===== src/rtl/systolic_ctrl.sv =====
// ---------------------------------------------------------------------------
// systolic_ctrl
//
// Operand sequencer for an N x N output-stationary systolic array. Holds the
// A and B operand matrices in local buffers and, on start, clears the PE
// accumulators, streams skewed A rows into the left edge and skewed B columns
// into the top edge, waits DRAIN zero-feed cycles for the last partial sums
// to settle, then pulses done.
//
// Ports
//   clk      in   sole clock, rising edge
//   rst      in   synchronous reset, active low
//   ld_en    in   buffer write strobe (ignored while busy)
//   ld_sel   in   write target: 0 = A buffer, 1 = B buffer
//   ld_row   in   element row index
//   ld_col   in   element column index
//   ld_data  in   element value
//   start    in   request one pass (honoured only in IDLE)
//   clear    out  accumulator clear to all PEs
//   a_row    out  left-edge feeds, row i in [i*DATA_W +: DATA_W]
//   b_col    out  top-edge feeds, column j in [j*DATA_W +: DATA_W]
//   busy     out  pass in progress
//   done     out  single-cycle completion pulse
//
// State   | meaning
// --------+--------------------------------------------------------------
// S_IDLE  | waiting for start, buffers writable
// S_CLEAR | one cycle, accumulators cleared
// S_FEED  | 3N-2 cycles, cnt counts up as feed time t
// S_DRAIN | DRAIN cycles of zero feed, cnt counts down to 0
// S_DONE  | one cycle done pulse, buffers writable
// ---------------------------------------------------------------------------
module systolic_ctrl #(
    parameter int N      = 3,
    parameter int DATA_W = 8,
    parameter int DRAIN  = 2 * N,
    localparam int IDX_W = (N > 1) ? $clog2(N) : 1
) (
    input  logic                  clk,
    input  logic                  rst,
    input  logic                  ld_en,
    input  logic                  ld_sel,
    input  logic [IDX_W-1:0]      ld_row,
    input  logic [IDX_W-1:0]      ld_col,
    input  logic [DATA_W-1:0]     ld_data,
    input  logic                  start,
    output logic                  clear,
    output logic [N*DATA_W-1:0]   a_row,
    output logic [N*DATA_W-1:0]   b_col,
    output logic                  busy,
    output logic                  done
);

    localparam int FEED_CYC = 3 * N - 2;
    localparam int CNT_MAX  = (FEED_CYC > DRAIN) ? FEED_CYC : DRAIN;
    localparam int CNT_W    = $clog2(CNT_MAX + 1);

    localparam logic [CNT_W-1:0] FEED_LAST  = CNT_W'(FEED_CYC - 1);
    localparam logic [CNT_W-1:0] DRAIN_LOAD = CNT_W'((DRAIN > 0) ? DRAIN - 1 : 0);
    localparam logic [IDX_W:0]   N_LIM      = (IDX_W + 1)'(N);

    typedef enum logic [2:0] {
        S_IDLE  = 3'd0,
        S_CLEAR = 3'd1,
        S_FEED  = 3'd2,
        S_DRAIN = 3'd3,
        S_DONE  = 3'd4
    } state_t;

    state_t             state_q, state_d;
    logic [CNT_W-1:0]   cnt_q, cnt_d;
    logic [DATA_W-1:0]  a_buf_q [N][N];
    logic [DATA_W-1:0]  a_buf_d [N][N];
    logic [DATA_W-1:0]  b_buf_q [N][N];
    logic [DATA_W-1:0]  b_buf_d [N][N];

    logic               wr_ok;
    logic [31:0]        t_ext;

    // ------------------------------------------------------------------
    // Buffer write path. busy is a pure function of state_q, so a write
    // presented together with start in IDLE still lands before the pass
    // reaches FEED.
    // ------------------------------------------------------------------
    always_comb begin
        wr_ok = ld_en && !busy
                && ({1'b0, ld_row} < N_LIM)
                && ({1'b0, ld_col} < N_LIM);
        a_buf_d = a_buf_q;
        b_buf_d = b_buf_q;
        if (wr_ok) begin
            if (ld_sel) begin
                b_buf_d[ld_row][ld_col] = ld_data;
            end else begin
                a_buf_d[ld_row][ld_col] = ld_data;
            end
        end
    end

    // ------------------------------------------------------------------
    // Sequencer next-state and Moore outputs
    // ------------------------------------------------------------------
    always_comb begin
        state_d = state_q;
        cnt_d   = cnt_q;
        clear   = 1'b0;
        busy    = 1'b0;
        done    = 1'b0;

        case (state_q)
            S_IDLE: begin
                if (start) begin
                    state_d = S_CLEAR;
                    cnt_d   = '0;
                end
            end
            S_CLEAR: begin
                clear   = 1'b1;
                busy    = 1'b1;
                state_d = S_FEED;
                cnt_d   = '0;
            end
            S_FEED: begin
                busy = 1'b1;
                if (cnt_q == FEED_LAST) begin
                    // A zero-length drain goes straight to the done pulse.
                    if (DRAIN > 0) begin
                        state_d = S_DRAIN;
                        cnt_d   = DRAIN_LOAD;
                    end else begin
                        state_d = S_DONE;
                        cnt_d   = '0;
                    end
                end else begin
                    cnt_d = cnt_q + 1'b1;
                end
            end
            S_DRAIN: begin
                busy = 1'b1;
                if (cnt_q == '0) begin
                    state_d = S_DONE;
                end else begin
                    cnt_d = cnt_q - 1'b1;
                end
            end
            S_DONE: begin
                done    = 1'b1;
                state_d = S_IDLE;
                cnt_d   = '0;
            end
            default: begin
                state_d = S_IDLE;
                cnt_d   = '0;
            end
        endcase
    end

    // ------------------------------------------------------------------
    // Skewed edge feeds. In feed time t, row i carries A[i][k] and column
    // j carries B[k][j] where k = t - i (resp. t - j); every other slot
    // is zero, which also gives the ramp-in/ramp-out padding.
    // ------------------------------------------------------------------
    assign t_ext = 32'(cnt_q);

    always_comb begin
        a_row = '0;
        b_col = '0;
        if (state_q == S_FEED) begin
            for (int i = 0; i < N; i++) begin
                for (int k = 0; k < N; k++) begin
                    if (t_ext == 32'(i + k)) begin
                        a_row[i*DATA_W +: DATA_W] = a_buf_q[i][k];
                        b_col[i*DATA_W +: DATA_W] = b_buf_q[k][i];
                    end
                end
            end
        end
    end

    // ------------------------------------------------------------------
    // Registers
    // ------------------------------------------------------------------
    always_ff @(posedge clk) begin
        if (!rst) begin
            state_q <= S_IDLE;
            cnt_q   <= '0;
            for (int i = 0; i < N; i++) begin
                for (int j = 0; j < N; j++) begin
                    a_buf_q[i][j] <= '0;
                    b_buf_q[i][j] <= '0;
                end
            end
        end else begin
            state_q <= state_d;
            cnt_q   <= cnt_d;
            a_buf_q <= a_buf_d;
            b_buf_q <= b_buf_d;
        end
    end

endmodule

===== config.mk =====
export PLATFORM = sky130hd
export DESIGN_NAME = systolic_ctrl
export DESIGN_NICKNAME = d
export VERILOG_FILES = /design/src/rtl/systolic_ctrl.sv
export SDC_FILE = /design/constraint.sdc
export NUM_CORES = 1
export LEC_CHECK = 0
export BUFFER_PORTS_ARGS = -buffer_cell sky130_fd_sc_hd__clkbuf_2
export CAP_MARGIN = 0
export CORE_ASPECT_RATIO = 0.9
export CORE_MARGIN = 2
export CORE_UTILIZATION = 60
export CTS_BUF_LIST = sky130_fd_sc_hd__clkbuf_8
export DETAILED_ROUTE_END_ITERATION = 12
export PLACE_DENSITY = 0.93
export SETUP_SLACK_MARGIN = 0.1
export SLEW_MARGIN = 20
export SYNTH_ARGS = -nofsm -noshare
export SYNTH_HDL_FRONTEND = slang
export SYNTH_SLANG_ARGS = --single-unit

===== constraint.sdc =====
create_clock -name clk -period 4.9 [get_ports clk]
set_input_delay 0.98 -clock clk [delete_from_list [all_inputs] [get_ports clk]]
set_output_delay 0.98 -clock clk [all_outputs]
set_load 0.005 [all_outputs]

-- Word-level counts from Yosys, hierarchy flattened
Index checks and enable logic that the tools add are counted.
- reduce and logical (&&, ||, !) cells: 14
- multiplexer cells: 37
- shift operators: 0
- div/mod/pow operators: 0
- bitwise gates (word level): 3
- $add $sub $neg: 2
- eq/ne operators: 13
- $mul: 0
- magnitude comparators: 6
- operator list (cell ; number):
    8-bit two-way mux ; 19
    72-bit bitwise mux ; 2
    24-bit two-way mux ; 3
    24-bit demux with 2-bit select ; 1
    32-bit logical NOT ; 1
    3-bit two-way mux ; 6
    8-bit demux with 2-bit select ; 1
    3-bit by 2-bit == test with 1-bit output (second input constant) ; 4
    3-bit case mux with 4 select lines ; 1
    3-bit == test (second input constant) ; 3
    3-bit case mux with 3 select lines ; 1
    2-bit inequality test (second input constant) ; 4
    3-bit by 1-bit == test with 1-bit output (second input constant) ; 2
    3-bit greater-or-equal comparator (second input constant) ; 2
    3-bit logical NOT ; 2
    3-bit by 1-bit < comparator with 1-bit output (second input constant) ; 2
    2-bit inverter with 3-bit output ; 2
    2-bit AND reduction ; 3
    1-bit logical AND ; 5
    2-bit < comparator (second input constant) ; 2
    3-bit by 1-bit adder with 3-bit output (second input constant) ; 1
    1-bit two-way mux ; 3
    3-bit AND reduction ; 1
    3-bit OR reduction ; 1
    3 further kinds ; 3
- bits in latches: 0
- output and inout port bits: 51
- register bits: 150
- memories kept: 0
- bits of input ports: 17
- RAM bits: 0
- ROM bits: 0

-- Logic depth before layout (Yosys ltp)
- word-level depth: 8
- gate-level depth with buffers: 8
- depth with buffers taken out: 6

-- Worst setup path before layout
Ideal clock, no wire load.
- kind: reg2out
- start: register cnt_q[2]
- end: output port a_row[20]
- path slack: 2.045 ns
- data required time: 3.920 ns
- stages on the path, launching flop included: 9
- data arrival time: 1.875 ns
- path through: dfxtp_1 > clkbuf_1 > inv_1 > ha_1 > clkbuf_1 > nor2_1 > clkbuf_1 > a221oi_1 > nor3_1
- cells in the longest elaborated chain, start to end: 5
- elaborated cells on any way between the ends: 7
- classes of those cells: 3 x eq/ne; 4 x mux
- RTL lines (what ; RTL line ; RTL):
    from (decl) ; 71 ; logic [CNT_W-1:0] cnt_q, cnt_d;
    from (signal assigned) ; 195 ; cnt_q <= cnt_d;
    3-bit by 2-bit == test with 1-bit output ; 171 ; if (t_ext == 32'(i + k)) begin
    8-bit two-way mux (2 in series) ; 171 ;
    8-bit two-way mux * ; 171 ;
    24-bit two-way mux * ; 168 ; if (state_q == S_FEED) begin
    to (decl) ; 48 ; output logic [N*DATA_W-1:0] a_row,
Mark *: on every way between the ends. The rest lies on a longest branch, timed or not.

-- Final worst setup path
- start: register cnt_q[2]
- end: output port a_row[22]
The elaborated chain is that of the path after synthesis.

==> results.yml <==
outcome:
  status: "finished, violations left"
  violations: "design-rule violations"
final_layout:
  n_antenna_cell: 0
  seqCellArea_um2: 3000
  fin_cells: 1006
  nets: 862
  multi_input_area_um2: 3690
  area_growth_syn_to_layout_pct: 10.2
  drive_above_1_share_pct: 14.6
  fill_cells: 870
power:
  p_total_w: 0.00222
  pwr_density_cell_nw_per_um2: 290
  max-vdd-ir-drop_mv: 0.228
  power_leakage_nw: 3.00
synth:
  synth.distinct_cells: 39
  synthesis.area_um2: 6940
  synth_ff_type: "dfxtp_1"
  postSynthAreaPerCell_um2: 8.60
  ys_seq_area_share_pct: 43.3
  synth-edff-count: 0
  synth_largest_area_cell: "dfxtp_1"
  yosysTopAreaCellShare_pct: 43.3
  yosys-top-cells-area: "dfxtp_1 (43%), mux2i_1 (21%), nand2_1 (11%), clkbuf_1 (3.0%), nor2_1 (3.0%)"
  yosys.cell_count.top_type: "nand2_1"
  ys_ff_latch: 150
  synth_cells: 807
  async_reset_ff_share_pct: 0
  synth_commonest_cells: "nand2_1 (205), dfxtp_1 (150), mux2i_1 (145), clkbuf_1 (56), nor2_1 (56)"
  yosysWarningCount: 0
  synth_fp_nets: 830
critical_path:
  reg2reg_slack_ps: 2370
  cp-end-kind: "output port"
  critPathCapture: "a_row[22]"
  rr_worst_depth: 4
  arrival_ps: 3070
  cpMaxStageDelayCell: "nor2_1"
  required_ps: 3920
  crit_fanout: 18
  cp-startpoint: "cnt_q[2]"
  r2r-start: "state_q[1]"
  worstSetupStartpointType: "flip-flop"
  crit_path_max_incr_delay_ps: 870
  crit_type: "reg2out"
  rr_endpoint: "a_buf_q[29]"
  worstPathCellList: "inv_1 -> ha_1 -> nor2_1 -> a221oi_1 -> nor3_1 -> clkbuf_2"
worst_hold_path:
  worstHoldPathType: "reg2reg"
  worstHoldPathCells: 2
timing:
  fin_setup_tns_ps: 0
  post-route-period-util_pct: 82.7
  fmax_mhz: 247
  fin_skew_ps: 10.7
  slew_viol_final: 0
  finalSetupViolations: 0
  hold_viol: 0
  worst_slew_pin_slew_ps: 1010
  slew_headroom_pct: 32.2
  hold_slack_ps: 457
  min_period_ps: 4050
  rsz0062_at_grt: "no"
grt:
  antenna_found_initial: 1
  track_usage_pct: 28.2
  grt_max_degree: 69
  grt_first_pass_wirelength_um: 28100
  grt_pass1_vias: 5530
  grt_overflow: 0
clock_tree:
  insertion_delay_ps: 460
  cts_sinks: 150
  cts-root-buf: "clkbuf_8"
  clock_tree.buffer_depth: 2
  cts.repair.resized: 0
  cts_setup_buffers: 0
  cts_made_buffers: 17
  cts_htree_levels: 4
  path_clk_slew_ps: 80
  cts_tree: "done"
  hold_buffers: 0
placement:
  hpwl_um: 10900
  dp_cells: 976
  numPortBuffers: 67
  gp_congestion: 0.833
drt:
  wirelength_um: 17300
  wire_per_inst_um: 17.2
  firstDrtPassIters: 10
  avgViaCountPerCell: 5.87
  drt_iter0_markers: 691
  drc: 1
  drtAntennaViolNets: 0
  num_vias: 5903
die:
  rows: 37
  start_util_pct: 61.2
  die_h_um: 106
  die_w_um: 117
  ios: 68
  fp.dieArea_um2: 12400
  coreArea_um2: 11300
flow_run:
  max-cap-violations: 0
-- cell usage in the layout (no fill, tap or decap), types with 4 or more instances in the layout --
cell type,instances
nand3b_1,18
clkbuf_8,18
nand2b_1,9
clkinv_2,4
mux2i_1,145
nor2_2,7
a21oi_1,37
nand3_1,4
nor3_1,20
ha_1,4
a221oi_1,16
clkbuf_2,66
o21ai_0,19
inv_1,7
a22oi_1,17
nor2_1,56
dfxtp_1,150
nand2_1,205
buf_4,10
-- logic make-up after synthesis --
group / after synthesis / share of synthesized area (%)
buffers and inverters: 68 / 3.77
AO/OA/AOI/OAI: 95 / 8.61
adder cells (fa/ha/maj): 6 / 1.08
AND/OR/NAND/NOR: 343 / 22.4
multiplexers: 145 / 20.9
flip-flops: 150 / 43.3
-- worst min-delay path by stage --
stage                        endpoint        start  slack, ps
after floorplan           a_buf_q[16]  a_buf_q[16]        430
after global placement    a_buf_q[24]  a_buf_q[24]        440
after detailed placement  a_buf_q[31]  a_buf_q[31]        450
after CTS                 b_buf_q[36]  b_buf_q[36]        460
after global routing      a_buf_q[31]  a_buf_q[31]        480
final                     b_buf_q[36]  b_buf_q[36]        460
-- cell type report --
type | count | share of cell area, %
Clock inverter | 12 | 1.21
Tap cell | 156 | 2.55
Multi-Input combinational cell | 589 | 48.2
Timing Repair Buffer | 76 | 5.30
Clock buffer | 18 | 3.24
Sequential cell | 150 | 39.2
Inverter | 5 | 0.245
-- flip-flops by register name (all words and copies together) (netlist names) --
name / flops
a_buf_q: 72
b_buf_q: 72
cnt_q: 3
state_q: 3
-- per-stage QoR --
step | setup slack [ps] | cell area, µm² | util (%)
floorplan | 2040 | 6940 | -
global placement | 1550 | 7310 | 64.4
detailed placement | 1380 | 7310 | 64.4
CTS | 867 | 7650 | 67.4
global route | 554 | 7650 | 67.5
finish | 848 | 7650 | 67.5
-- layer usage --
| layer | part of all wire (%) | wire length (µm) | track usage (%) |
|---|---|---|---|
| met1 | 43 | 7490 | 38.1 |
| met2 | 47 | 8080 | 44.4 |
| met3 | 7.7 | 1340 | 6.17 |
| met4 | 2.0 | 346 | 10.8 |
| met5 | 0.075 | 13 | 0 |
-- report_power, final --
group | switching [W] | internal, W
Sequential | 0.00000758 | 0.00122
Clock | 0.000454 | 0.000399
Combinational | 0.000102 | 0.0000337
-- worst max-delay path: cells and delay by family (launching register included) --
kind	cells	cell delay, ps
AOI/OAI and AO/OA	1	210
adders and majority gates	1	460
buffers and inverters	2	260
DFF	1	570
and+or+nand+nor	2	1110
Note: power is estimated with default switching activity, not from simulation.
